**src/rtl/uart_cmd_parser_if.sv**
```systemverilog
// rtl/uart_cmd_parser_if.sv - byte handshake between uart_cmd_parser and the UART core
interface uart_cmd_parser_if;
  logic [7:0] rx_data;
  logic       rxrdy;
  logic       parity_err;
  logic       framing_err;
  logic       overflow;
  logic       oen;
  logic [7:0] tx_data;
  logic       wen;
  logic       txrdy;

  // parser side
  modport master (
    input  rx_data, rxrdy, parity_err, framing_err, overflow, txrdy,
    output oen, tx_data, wen
  );

  // UART core side
  modport slave (
    output rx_data, rxrdy, parity_err, framing_err, overflow, txrdy,
    input  oen, tx_data, wen
  );
endinterface

```
**src/rtl/uart_cmd_parser.sv**
```systemverilog
// rtl/uart_cmd_parser.sv - 5-byte command frame parser with register bank (option: UART_CMD_STATUS_EN)
module uart_cmd_parser #(
  parameter int NUM_REGS       = 4,
  parameter logic [7:0] SYNC_BYTE = 8'hA5,
  parameter int TIMEOUT_CYCLES = 100000,
  parameter int ERR_W          = 8
) (
  input  logic               clk,
  input  logic               rst,
  uart_cmd_parser_if.master  uart,
  output logic [3:0]         led,
  output logic [ERR_W-1:0]   err_cnt,
  output logic               frame_ok
);

  localparam logic [7:0] CMD_W = 8'h57;
  localparam logic [7:0] CMD_R = 8'h52;
`ifdef UART_CMD_STATUS_EN
  localparam logic [7:0] CMD_S = 8'h53;
`endif
  localparam logic [7:0] ACK   = 8'h06;
  localparam logic [7:0] NAK   = 8'h15;
  localparam int AW = (NUM_REGS > 1) ? $clog2(NUM_REGS) : 1;
  localparam int TW = $clog2(TIMEOUT_CYCLES + 1);

  typedef enum logic [3:0] {
    HUNT, GET_CMD, GET_ADDR, GET_DATA, GET_CHK, RX_WAIT, EXEC, TX, TX_GAP
  } state_t;

  state_t          state;
  state_t          rx_next;
  logic [7:0]      cmd, addr, data, chk;
  logic [7:0]      regs [NUM_REGS];
  logic [TW-1:0]   tmo_cnt;
  logic [7:0]      tx_q0, tx_q1;
  logic            tx_more;
  logic            gap;
`ifdef UART_CMD_STATUS_EN
  logic            ovf_seen, par_seen, frm_seen;
`endif

  logic rx_err;
  logic chk_ok;
  logic addr_ok;

  assign rx_err  = uart.parity_err | uart.framing_err | uart.overflow;
  assign chk_ok  = (chk == (cmd ^ addr ^ data));
  assign addr_ok = ({1'b0, addr} < 9'(NUM_REGS));
  assign led     = regs[0][3:0];

  function automatic logic [ERR_W-1:0] sat_inc(input logic [ERR_W-1:0] v);
    return (v == '1) ? v : v + 1'b1;
  endfunction

  // Frame FSM: byte pop, frame classification, register access and response transmit
  always_ff @(posedge clk or negedge rst) begin
    if (!rst) begin
      state        <= HUNT;
      rx_next      <= HUNT;
      cmd          <= '0;
      addr         <= '0;
      data         <= '0;
      chk          <= '0;
      tmo_cnt      <= '0;
      tx_q0        <= '0;
      tx_q1        <= '0;
      tx_more      <= 1'b0;
      gap          <= 1'b0;
      uart.oen     <= 1'b1;
      uart.wen     <= 1'b1;
      uart.tx_data <= '0;
      err_cnt      <= '0;
      frame_ok     <= 1'b0;
      for (int i = 0; i < NUM_REGS; i++) regs[i] <= '0;
`ifdef UART_CMD_STATUS_EN
      ovf_seen     <= 1'b0;
      par_seen     <= 1'b0;
      frm_seen     <= 1'b0;
`endif
    end else begin
      uart.oen <= 1'b1;
      uart.wen <= 1'b1;
      frame_ok <= 1'b0;
      case (state)
        HUNT: begin
          if (uart.rxrdy) begin
            uart.oen <= 1'b0;
            tmo_cnt  <= '0;
            state    <= RX_WAIT;
            rx_next  <= (uart.rx_data == SYNC_BYTE) ? GET_CMD : HUNT;
`ifdef UART_CMD_STATUS_EN
            ovf_seen <= ovf_seen | uart.overflow;
            par_seen <= par_seen | uart.parity_err;
            frm_seen <= frm_seen | uart.framing_err;
`endif
          end
        end
        GET_CMD, GET_ADDR, GET_DATA, GET_CHK: begin
          if (uart.rxrdy) begin
            uart.oen <= 1'b0;
            tmo_cnt  <= '0;
            state    <= RX_WAIT;
`ifdef UART_CMD_STATUS_EN
            ovf_seen <= ovf_seen | uart.overflow;
            par_seen <= par_seen | uart.parity_err;
            frm_seen <= frm_seen | uart.framing_err;
`endif
            if (rx_err) begin
              rx_next <= HUNT;
              err_cnt <= sat_inc(err_cnt);
            end else begin
              case (state)
                GET_CMD:  begin cmd  <= uart.rx_data; rx_next <= GET_ADDR; end
                GET_ADDR: begin addr <= uart.rx_data; rx_next <= GET_DATA; end
                GET_DATA: begin data <= uart.rx_data; rx_next <= GET_CHK;  end
                default:  begin chk  <= uart.rx_data; rx_next <= EXEC;     end
              endcase
            end
          end else if (tmo_cnt == TW'(TIMEOUT_CYCLES - 1)) begin
            tmo_cnt <= '0;
            state   <= HUNT;
            err_cnt <= sat_inc(err_cnt);
          end else begin
            tmo_cnt <= tmo_cnt + 1'b1;
          end
        end
        RX_WAIT: begin
          if (!uart.rxrdy) state <= rx_next;
        end
        EXEC: begin
          state   <= TX;
          tx_more <= 1'b0;
          tx_q0   <= ACK;
          if (chk_ok && cmd == CMD_W && addr_ok) begin
            regs[addr[AW-1:0]] <= data;
            frame_ok <= 1'b1;
          end else if (chk_ok && cmd == CMD_R && addr_ok) begin
            tx_q1    <= regs[addr[AW-1:0]];
            tx_more  <= 1'b1;
            frame_ok <= 1'b1;
`ifdef UART_CMD_STATUS_EN
          end else if (chk_ok && cmd == CMD_S) begin
            tx_q1    <= {ovf_seen, par_seen, frm_seen, err_cnt[4:0]};
            tx_more  <= 1'b1;
            frame_ok <= 1'b1;
            ovf_seen <= 1'b0;
            par_seen <= 1'b0;
            frm_seen <= 1'b0;
`endif
          end else begin
            tx_q0   <= NAK;
            err_cnt <= sat_inc(err_cnt);
          end
        end
        TX: begin
          if (uart.txrdy) begin
            uart.tx_data <= tx_q0;
            uart.wen     <= 1'b0;
            gap          <= 1'b0;
            state        <= TX_GAP;
          end
        end
        TX_GAP: begin
          // two cycles where txrdy is not looked at, giving the core time to drop it
          if (!gap) begin
            gap <= 1'b1;
          end else if (tx_more) begin
            tx_q0   <= tx_q1;
            tx_more <= 1'b0;
            state   <= TX;
          end else begin
            state <= HUNT;
          end
        end
        default: state <= HUNT;
      endcase
    end
  end

endmodule

```
**src/flat_wrapper.sv**
```systemverilog
// flat-port wrapper written by rule: the top's interface ports become plain ports
module uart_cmd_parser_flat 
#(
  parameter int NUM_REGS       = 4,
  parameter logic [7:0] SYNC_BYTE = 8'hA5,
  parameter int TIMEOUT_CYCLES = 100000,
  parameter int ERR_W          = 8
)
  (clk, rst, led, err_cnt, frame_ok, uart_rx_data, uart_rxrdy, uart_parity_err, uart_framing_err, uart_overflow, uart_txrdy, uart_oen, uart_tx_data, uart_wen);
  uart_cmd_parser_if uart_i ();
  input  logic clk;
  input  logic rst;
  output logic [3:0] led;
  output logic [ERR_W-1:0] err_cnt;
  output logic frame_ok;
  input wire logic [$bits(uart_i.rx_data)-1:0] uart_rx_data;
  input wire logic [$bits(uart_i.rxrdy)-1:0] uart_rxrdy;
  input wire logic [$bits(uart_i.parity_err)-1:0] uart_parity_err;
  input wire logic [$bits(uart_i.framing_err)-1:0] uart_framing_err;
  input wire logic [$bits(uart_i.overflow)-1:0] uart_overflow;
  input wire logic [$bits(uart_i.txrdy)-1:0] uart_txrdy;
  output wire logic [$bits(uart_i.oen)-1:0] uart_oen;
  output wire logic [$bits(uart_i.tx_data)-1:0] uart_tx_data;
  output wire logic [$bits(uart_i.wen)-1:0] uart_wen;
  assign uart_i.rx_data = uart_rx_data;
  assign uart_i.rxrdy = uart_rxrdy;
  assign uart_i.parity_err = uart_parity_err;
  assign uart_i.framing_err = uart_framing_err;
  assign uart_i.overflow = uart_overflow;
  assign uart_i.txrdy = uart_txrdy;
  assign uart_oen = uart_i.oen;
  assign uart_tx_data = uart_i.tx_data;
  assign uart_wen = uart_i.wen;
  uart_cmd_parser #(.NUM_REGS(NUM_REGS), .SYNC_BYTE(SYNC_BYTE), .TIMEOUT_CYCLES(TIMEOUT_CYCLES), .ERR_W(ERR_W)) u_core (.clk(clk), .rst(rst), .uart(uart_i), .led(led), .err_cnt(err_cnt), .frame_ok(frame_ok));
endmodule
```
**config.mk**
```make
export PLATFORM = sky130hd
export DESIGN_NAME = uart_cmd_parser_flat
export DESIGN_NICKNAME = d
export VERILOG_FILES = /design/src/rtl/uart_cmd_parser_if.sv /design/src/rtl/uart_cmd_parser.sv /design/src/flat_wrapper.sv
export SDC_FILE = /design/constraint.sdc
export NUM_CORES = 1
export LEC_CHECK = 0
export BUFFER_PORTS_ARGS = -buffer_cell sky130_fd_sc_hd__clkbuf_2
export CAP_MARGIN = 30
export CORE_ASPECT_RATIO = 1.75
export CORE_MARGIN = 8
export CORE_UTILIZATION = 30
export CTS_BUF_LIST = sky130_fd_sc_hd__clkbuf_16
export DETAILED_ROUTE_END_ITERATION = 10
export PLACE_DENSITY = 0.43
export SYNTH_ARGS = -nofsm -noshare
export SYNTH_HDL_FRONTEND = slang
export SYNTH_SLANG_ARGS = --single-unit
```
**constraint.sdc**
```tcl
create_clock -name clk -period 6.5 [get_ports clk]
set_input_delay 0.325 -clock clk [delete_from_list [all_inputs] [get_ports clk]]
set_output_delay 0.325 -clock clk [all_outputs]
set_load 0.005 [all_outputs]
```
After elaboration in Yosys (flattened, before gate mapping)
Index checks and enable logic that the tools add are counted.

word-level totals
  word-level logic and storage cells = 132
  output and inout bits = 23
  bits of input ports = 15
  bits in registers = 126

operators by class
  add/subtract/negate cells = 2
  eq/ne operators = 24
  order comparisons = 3
  bitwise operators = 8
  reductions and logical operators = 27
  muxes and demuxes = 48

operator list
  cell                                                 number
  2-to-1 mux 8 bit                                     12
  2-to-1 mux 17 bit                                    3
  2-to-1 mux 4 bit                                     9
  one-hot mux 17 bit (2 select lines)                  1
  bitwise mux 32 bit                                   1
  one-hot mux 8 bit (2 select lines)                   2
  one-hot mux 4 bit (6 select lines)                   1
  adder 17 x 1 -> 17 bit, second input constant        1
  equality test 17 bit, second input constant          1
  binary-select mux 8 bit (select 2 bit)               1
  demux 8 bit (select 2 bit)                           1
  equality test 4 x 3 -> 1 bit, second input constant  4
  equality test 8 x 7 -> 1 bit, second input constant  2
  equality test 8 bit, second input constant           2
  AND reduction 4 bit                                  4
  XOR 8 bit                                            2
  != test 2 bit, second input constant                 6
  2-to-1 mux 1 bit                                     11
  AND reduction 2 bit                                  5
  AND reduction 5 bit                                  2
  one-hot mux 3 bit (3 select lines)                   1
  AND reduction 3 bit                                  3
  adder 8 x 1 -> 8 bit, second input constant          1
  equality test 4 x 2 -> 1 bit, second input constant  2
  other kinds (21)                                     34

Logic depth before layout (Yosys ltp)
Gate-level depths: netlist of run 1.

  depth in word-level cells = 8
  depth in mapped cells = 8
  gate-level depth less buffers = 7

Least setup slack after synthesis of run 1
Ideal clock, no wire load.

  path type = register to register
  start point = register u_core.addr[0]
  end point = register u_core.regs[10] in the netlist's numbering
  buffers on the path = 2
  data arrival time = 2.714 ns
  required time = 6.375 ns
  library setup time = 0.125 ns
  setup slack = 3.661 ns
  stages on the path, launching flop included = 9
  period minus slack after synthesis = 2.839 ns
  cell sequence = dfrtp_1 -> buf_4 -> xor2_1 -> xnor2_1 -> or4_4 -> or4_1 -> buf_2 -> nor3b_4 -> mux2_2

between the ends
  longest elaborated chain between the ends = 6
  elaborated cells on any way between the ends = 14
  those cells by class = order compare (3); eq/ne (1); mux (3); bitwise (3); reduce/logical (4)

ends and longest elaborated chain
  item                                                                                   line                                            source
  start, declared                                                                        uart_cmd_parser.sv:32                           logic [7:0] cmd, addr, data, chk;
  NOT 2 -> 3 bit (not written as such) / XOR 8 bit (equally long branches)               uart_cmd_parser.sv:135, uart_cmd_parser.sv:47
  >= comparator 3 bit (not written as such) (tied with other cells)                      uart_cmd_parser.sv:135                          regs[addr[AW-1:0]] <= data;
  logical AND 1 bit (not written as such) / equality test 8 bit (equally long branches)  uart_cmd_parser.sv:135, uart_cmd_parser.sv:47
  2-to-1 mux 8 bit (not written as such) / logical AND 1 bit (equally long branches)     uart_cmd_parser.sv:135, uart_cmd_parser.sv:134
  demux 8 bit (select 2 bit) / logical AND 1 bit (equally long branches)                 uart_cmd_parser.sv:135, uart_cmd_parser.sv:134
  bitwise mux 32 bit / AND reduction 2 bit (equally long branches)                       --
  end signal, assigned by index                                                          uart_cmd_parser.sv:135
  end, declared                                                                          uart_cmd_parser.sv:33                           logic [7:0] regs [NUM_REGS];

Parallel ways exist; a longest one is shown, timed or not.
A chain may end at the register's enable or synchronous reset.

Final worst setup path of run 1
  start point = register u_core.addr[0]
  end point = register u_core.regs[13] in the netlist's numbering

The elaborated chain is that of the path after synthesis.

==> results of run 1 <==
-- cell type report --
class,count,area (um2),area share [%]
sequential,125,3131,45.67
tap,241,301.5,4.399
multi-input combinational,312,2531,36.92
timing repair buffer,41,217.7,3.176
inverter,7,26.28,0.3833
clock buffer,17,425.4,6.206
clock inverter,15,222.7,3.249
-- synth_stat cells (3+ instances only) --
| master | number | share of area (%) |
|---|---|---|
| or4_1 | 6 | 0.78 |
| mux2_2 | 79 | 15 |
| dfrtp_1 | 123 | 53 |
| nor4_1 | 6 | 0.65 |
| nand3b_1 | 3 | 0.39 |
| inv_1 | 7 | 0.45 |
| nor4b_1 | 6 | 0.91 |
| or3_1 | 4 | 0.43 |
| nand3_1 | 11 | 0.95 |
| a22o_1 | 4 | 0.61 |
| nor3_1 | 12 | 1.0 |
| nand4_1 | 11 | 1.2 |
| xnor2_1 | 19 | 2.9 |
| nand2_1 | 30 | 1.9 |
| nor2_1 | 25 | 1.6 |
| buf_4 | 5 | 0.65 |
| a21oi_1 | 11 | 0.95 |
| o31ai_1 | 4 | 0.52 |
| xor2_1 | 23 | 3.5 |
| o21ai_0 | 16 | 1.4 |
| mux4_2 | 8 | 3.1 |
| clkbuf_1 | 11 | 0.71 |
-- power groups by stage --
| stage | registers [uW] | clock network [uW] | logic [uW] |
|---|---|---|---|
| final | 1030 | 1030 | 525 |
| after global routing | 1050 | 1100 | 591 |
| after floorplan | 982 | 0 | 423 |
| after detailed placement | 1050 | 0 | 531 |
| after CTS | 1030 | 1060 | 533 |
| after global placement | 1040 | 0 | 522 |
-- worst min-delay path by stage --
stage | start | endpoint | depth (start not counted)
2_1_floorplan | rst | u_core.addr[0] | 0
3_3_place_gp | rst | u_core.err_cnt[5] | 1
3_5_place_dp | rst | u_core.err_cnt[5] | 1
4_1_cts | uart_rx_data[4] | u_core.chk[4] | 2
5_1_grt | uart_rx_data[1] | u_core.data[1] | 2
6_report | uart_rx_data[6] | u_core.cmd[6] | 2
-- critical path, delay by kind of cell, from the launching register on --
| family | cells | cell delay (ps) |
|---|---|---|
| multiplexers | 1 | 390 |
| AND/OR/NAND/NOR | 3 | 1770 |
| flip-flops | 1 | 840 |
| XOR/XNOR | 2 | 350 |
-- metal layers --
metal	share of wire (%)	GRT usage (%)	vias up
met5	0	0	-
met4	3.1	7.256	0
met3	2.6	2.647	24
met2	55	21.88	53
met1	39	12.19	1916
li1	-	-	1771
-- stage by stage --
| stage | worst slack, ps | hold WS [ps] | cells | util [%] |
|---|---|---|---|---|
| 2_1_floorplan | 3661 | 29.41 | 465 | - |
| 3_3_place_gp | 3026 | 427.4 | 723 | 32.50 |
| 6_report | 3019 | 223.6 | 758 | 36.02 |
| 3_5_place_dp | 2957 | 424.5 | 725 | 32.57 |
| 5_1_grt | 2766 | 224.8 | 758 | 36.02 |
| 4_1_cts | 2934 | 210.4 | 758 | 36.02 |
-- kinds of logic (layout without fill, tap and decap cells) --
kind of cell               Yosys count  after routing  share of synthesized area [%]
AOI/OAI and AO/OA                   46             46                          4.949
xor gates and xnor gates            42             42                          6.354
adders and majority gates            2              2                         0.4322
buffers and inverters               28             80                          2.205
DFF                                125            125                          54.07
muxes                               88             88                          18.65
and+or+nand+nor                    134            134                          13.34
-- state kept, by name (all words and copies together) (netlist names) --
name and flops:
u_core.addr 8, u_core.chk 8, u_core.cmd 8, u_core.data 8, u_core.err_cnt 8, u_core.frame_ok 1
u_core.gap 1, u_core.led 4, u_core.regs 28, u_core.rx_next 3, u_core.state 4, u_core.tmo_cnt 17
u_core.tx_more 1, u_core.tx_q0 8, u_core.tx_q1 8, u_core.uart.oen 1, u_core.uart.tx_data 8, u_core.uart.wen 1
==> reports/metrics.cfg, run 1 <==
[pwr]
seq_power_share_pct=39.8
vdd.ir_drop.worst_uv=140.1
combPwrFrac_pct=20.3
switching_share_pct=29.85
total_power_uw=2591
p_sw_uw=773.2
p_leak_uw=0.003140
internal-power_uw=1817
powerDensity_nw_per_um2=377.9
clockPowerShare_pct=39.9

[timing]
final_max_slew_viol_count=0
maxSlewHeadroom_pct=38.04
layout_worst_path_cycle_share_pct=53.55
max_freq_mhz=287.3
finalSetupViolations=0
tns_ps=0
worst_pin_slew_ps=929.4
fin_skew_ps=9.926
fin_crit_ps=3481
grt_setup_unrepaired=no
hold_violations=0

[synth]
netlist_instances=465
async_reset_ff_share_pct=100.0
synthFlopType=dfrtp_1
syn_avg_cell_area_um2=12.45
yosys_warnings=0
synth_edf_count=0
synth_cell_types=52
netlist_area_um2=5789
synth-seq-cells=125
ys_seq_area_share_pct=54.07
postSynthNetCount=482

[global_routing]
grt_max_degree=73
grt-ovfl-total=0
antenna_found_initial=0
grt_pass1_wl_um=22120
track_usage_pct=11.99
grt_pass1_vias=4053

[outcome]
status=finished clean

[critical_path]
r2r_setup_slack_ps=3020
r2r-end=u_core.regs[13]
r2r-start=u_core.addr[0]
required_ps=6800
max_stage_delay_ps=840
startpoint=u_core.addr[0]
crit_path_end=u_core.regs[13]
arrival_ps=3780
reg2reg_depth=6
crit_fanout=14
crit_path_end_kind=register
path_class=reg -> reg
startpoint_type=register
crit_chain=xor2_1 > xnor2_1 > or4_4 > or4_1 > nor3b_4 > mux2_2
slowest_stage=dfrtp_1

[clock_network]
clock_latency_ps=420
clk_pin_slew_ps=60
ctsResizeCount=0
cts_tree=done
cts_made_buffers=17
clock-sinks=125
cts_buffer_depth=2
htree_levels=4
cts_root_buffer=clkbuf_16
cts_hold_buf=1
cts_setup_buffers=0

[final_layout]
most-common-layout-cells=dfrtp_1, mux2_2, clkbuf_2
fin_nets=521
postLayoutCellArea_um2=6855
drive_above_1_share_pct=32.11
syn2layout_area_growth_pct=18.41
layout_commonest_cell=dfrtp_1
nFillCells=1872
antenna_cells=0

[detailed_routing]
dr.pass1.iters=4
wl_per_cell_um=17.77
drc_errors=0
vias_per_cell=4.966
initialDrtViolationCount=182
antenna_left=0
routed_wl_um=13470
via_count=3764

[die]
die_h_um=199.8
fp-row-count=67
io_pins=38
core_um2=19030
start_util_pct=30.42
die_w_um=121.0
dieArea_um2=24170

[placement]
portBuffers=37
placed_cell_area_um2=6197
gp_congestion=0.7851
hpwl_um=9792

[run]
cap_violations=0

[hold_path]
hold_class=in -> reg

Note: power is estimated with default switching activity, not from simulation.
==> run 2: changes to the inputs <==
--- a/config.mk
+++ b/config.mk
@@ -5,6 +5,7 @@
 export SDC_FILE = /design/constraint.sdc
 export NUM_CORES = 1
 export LEC_CHECK = 0
+export ABC_AREA = 1
 export BUFFER_PORTS_ARGS = -buffer_cell sky130_fd_sc_hd__clkbuf_2
 export CAP_MARGIN = 30
 export CORE_ASPECT_RATIO = 1.75
==> constraint.sdc (replaced) <==
create_clock -name clk -period 3.4 [get_ports clk]
set_input_delay 0.17 -clock clk [delete_from_list [all_inputs] [get_ports clk]]
set_output_delay 0.17 -clock clk [all_outputs]
set_load 0.005 [all_outputs]
==> reports/metrics.cfg, run 2 <==
[outcome]
status=finished clean

[global_routing]
grt-ovfl-total=0
grt_pass1_vias=5298
antenna_found_initial=0
track_usage_pct=14.33
grt_pass1_wl_um=28790
grt_max_degree=79

[timing]
grt_setup_unrepaired=no
tns_ps=0
final_max_slew_viol_count=0
hold_violations=0
fin_skew_ps=16.74
worst_pin_slew_ps=914.7
maxSlewHeadroom_pct=38.80
max_freq_mhz=432.6
finalSetupViolations=0
hold_ws_ps=33.50
layout_worst_path_cycle_share_pct=67.98
fin_crit_ps=2311

[detailed_routing]
routed_wl_um=17550
via_count=5104
vias_per_cell=4.582
dr.pass1.iters=4
wl_per_cell_um=15.75
antenna_left=0
drc_errors=0
initialDrtViolationCount=293

[final_layout]
postLayoutCellArea_um2=7288
regArea_um2=3131
multi_input_area_um2=2579
largestRegisters=u_core.regs (28), u_core.tmo_cnt (17)
most-common-layout-cells=nand2_1, dfrtp_1, inv_1
layout_commonest_cell=nand2_1
fin_util_pct=35.11
syn2layout_area_growth_pct=15.85
drive_above_1_share_pct=11.48
antenna_cells=0
top_register=u_core.regs
fin_nets=866
nFillCells=2238
largest_reg_flops=28

[synth]
async_reset_ff_share_pct=100.0
synthTopCellsByCount=nand2_1, dfrtp_1, inv_1, nand3_1, nor2_1
postSynthNetCount=823
yosys_warnings=0
netlist_area_um2=6291
synth_top_area_share_pct=48.93
syn_avg_cell_area_um2=7.805
yosysMostFrequentCell=nand2_1
synthFlopType=dfrtp_1
synth-seq-cells=125
netlist_instances=806
synth_cell_types=39
synth_top_cell_by_area=dfrtp_1
ys_seq_area_share_pct=49.76
synthTopCellsByArea=dfrtp_1, nand2_1, inv_1
synth_edf_count=0

[die]
start_util_pct=30.31
fp-row-count=70
die_w_um=125.5
io_pins=38
die_h_um=207.6
dieArea_um2=26040
core_um2=20760

[pwr]
powerDensity_nw_per_um2=687.8
vdd.ir_drop.worst_uv=323.1
p_leak_uw=0.003911

[hold_path]
hold_class=in -> reg

[critical_path]
arrival_ps=2660
startpoint_type=register
required_ps=3750
path_class=reg -> reg
crit_path_end_kind=register
crit_fanout=36

[placement]
gp_congestion=0.7718
placed_cell_area_um2=6674
hpwl_um=12930
portBuffers=37

[clock_network]
cts_made_buffers=17
cts_buffer_depth=2
clk_pin_slew_ps=60
cts_tree=done
htree_levels=4
cts_root_buffer=clkbuf_16
ctsResizeCount=0
clock_latency_ps=430
clock-sinks=125

[run]
cap_violations=0

[run 2: path summary, 6_finish.rpt]
check | slack (ps) | end | cells after the start | startpoint
hold reg to reg | 470 | u_core.regs[7] | 2 | u_core.regs[7]
setup reg to reg | 1090 | u_core.regs[2] | 12 | u_core.data[6]
min in group asynchronous | 350 | u_core.frame_ok | 2 | rst
setup / recovery | 1090 | u_core.regs[2] | 12 | u_core.data[6]
max in group asynchronous | 2100 | u_core.uart.wen | 3 | rst
hold / removal | 30 | u_core.data[6] | 3 | uart_rx_data[6]
[run 2: where the power goes]
part           switching (uW)  leakage, uW  internal, uW
sequential                224      0.00166          1700
combinational             861      0.00197           441
clock                     660     0.000289          1120
[run 2: per-layer routing]
layer  GRT usage [%]  wire (um)  vias to the layer above
li1                -          -                     2633
met1           15.23       7174                     2398
met2           26.83       9764                       58
met3           3.061        312                       15
met4           5.321        298                        0
met5               0          0                        -
[run 2: per-stage QoR]
step | worst slack (ps) | cells | power [uW]
after floorplan | 1711 | 806 | 2856
after global placement | 1064 | 1077 | 3277
after detailed placement | 1044 | 1077 | 3277
after CTS | 1022 | 1114 | 5095
after global routing | 856.2 | 1114 | 5371
final | 1089 | 1114 | 5013
[run 2: timing repair]
item                                    4_1_cts  5_1_grt
buffers inserted                              0        0
endpoints found under the setup margin        0        0
endpoints found under the hold margin        80        0
hold buffers                                  5        0
[run 2: cell type report]
class	instances	area share [%]
Sequential cell	125	42.95
Tap cell	252	4.326
Clock inverter	15	1.906
Inverter	114	5.871
Timing Repair Buffer	46	3.725
Clock buffer	17	5.837
Multi-Input combinational cell	545	35.38
[run 2: cell families after synthesis]
| kind of cell | share of synthesized area (%) |
|---|---|
| and+or+nand+nor | 29.73 |
| adders and majority gates | 0.3977 |
| xor gates and xnor gates | 2.227 |
| buffers and inverters | 9.248 |
| AOI/OAI and AO/OA | 8.632 |
| DFF | 49.76 |
[run 2: worst max-delay path: stages (launching register included)]
cell and delay [ps]:
dfrtp_1 540, inv_1 100, nand2_1 110, nand2_1 70, nand3_1 80, nand2_2 70, nor2_4 80, nand2_2 60
nor2_4 170, nand2_4 80, nor2_8 440, nand3_1 290, nand2_1 130
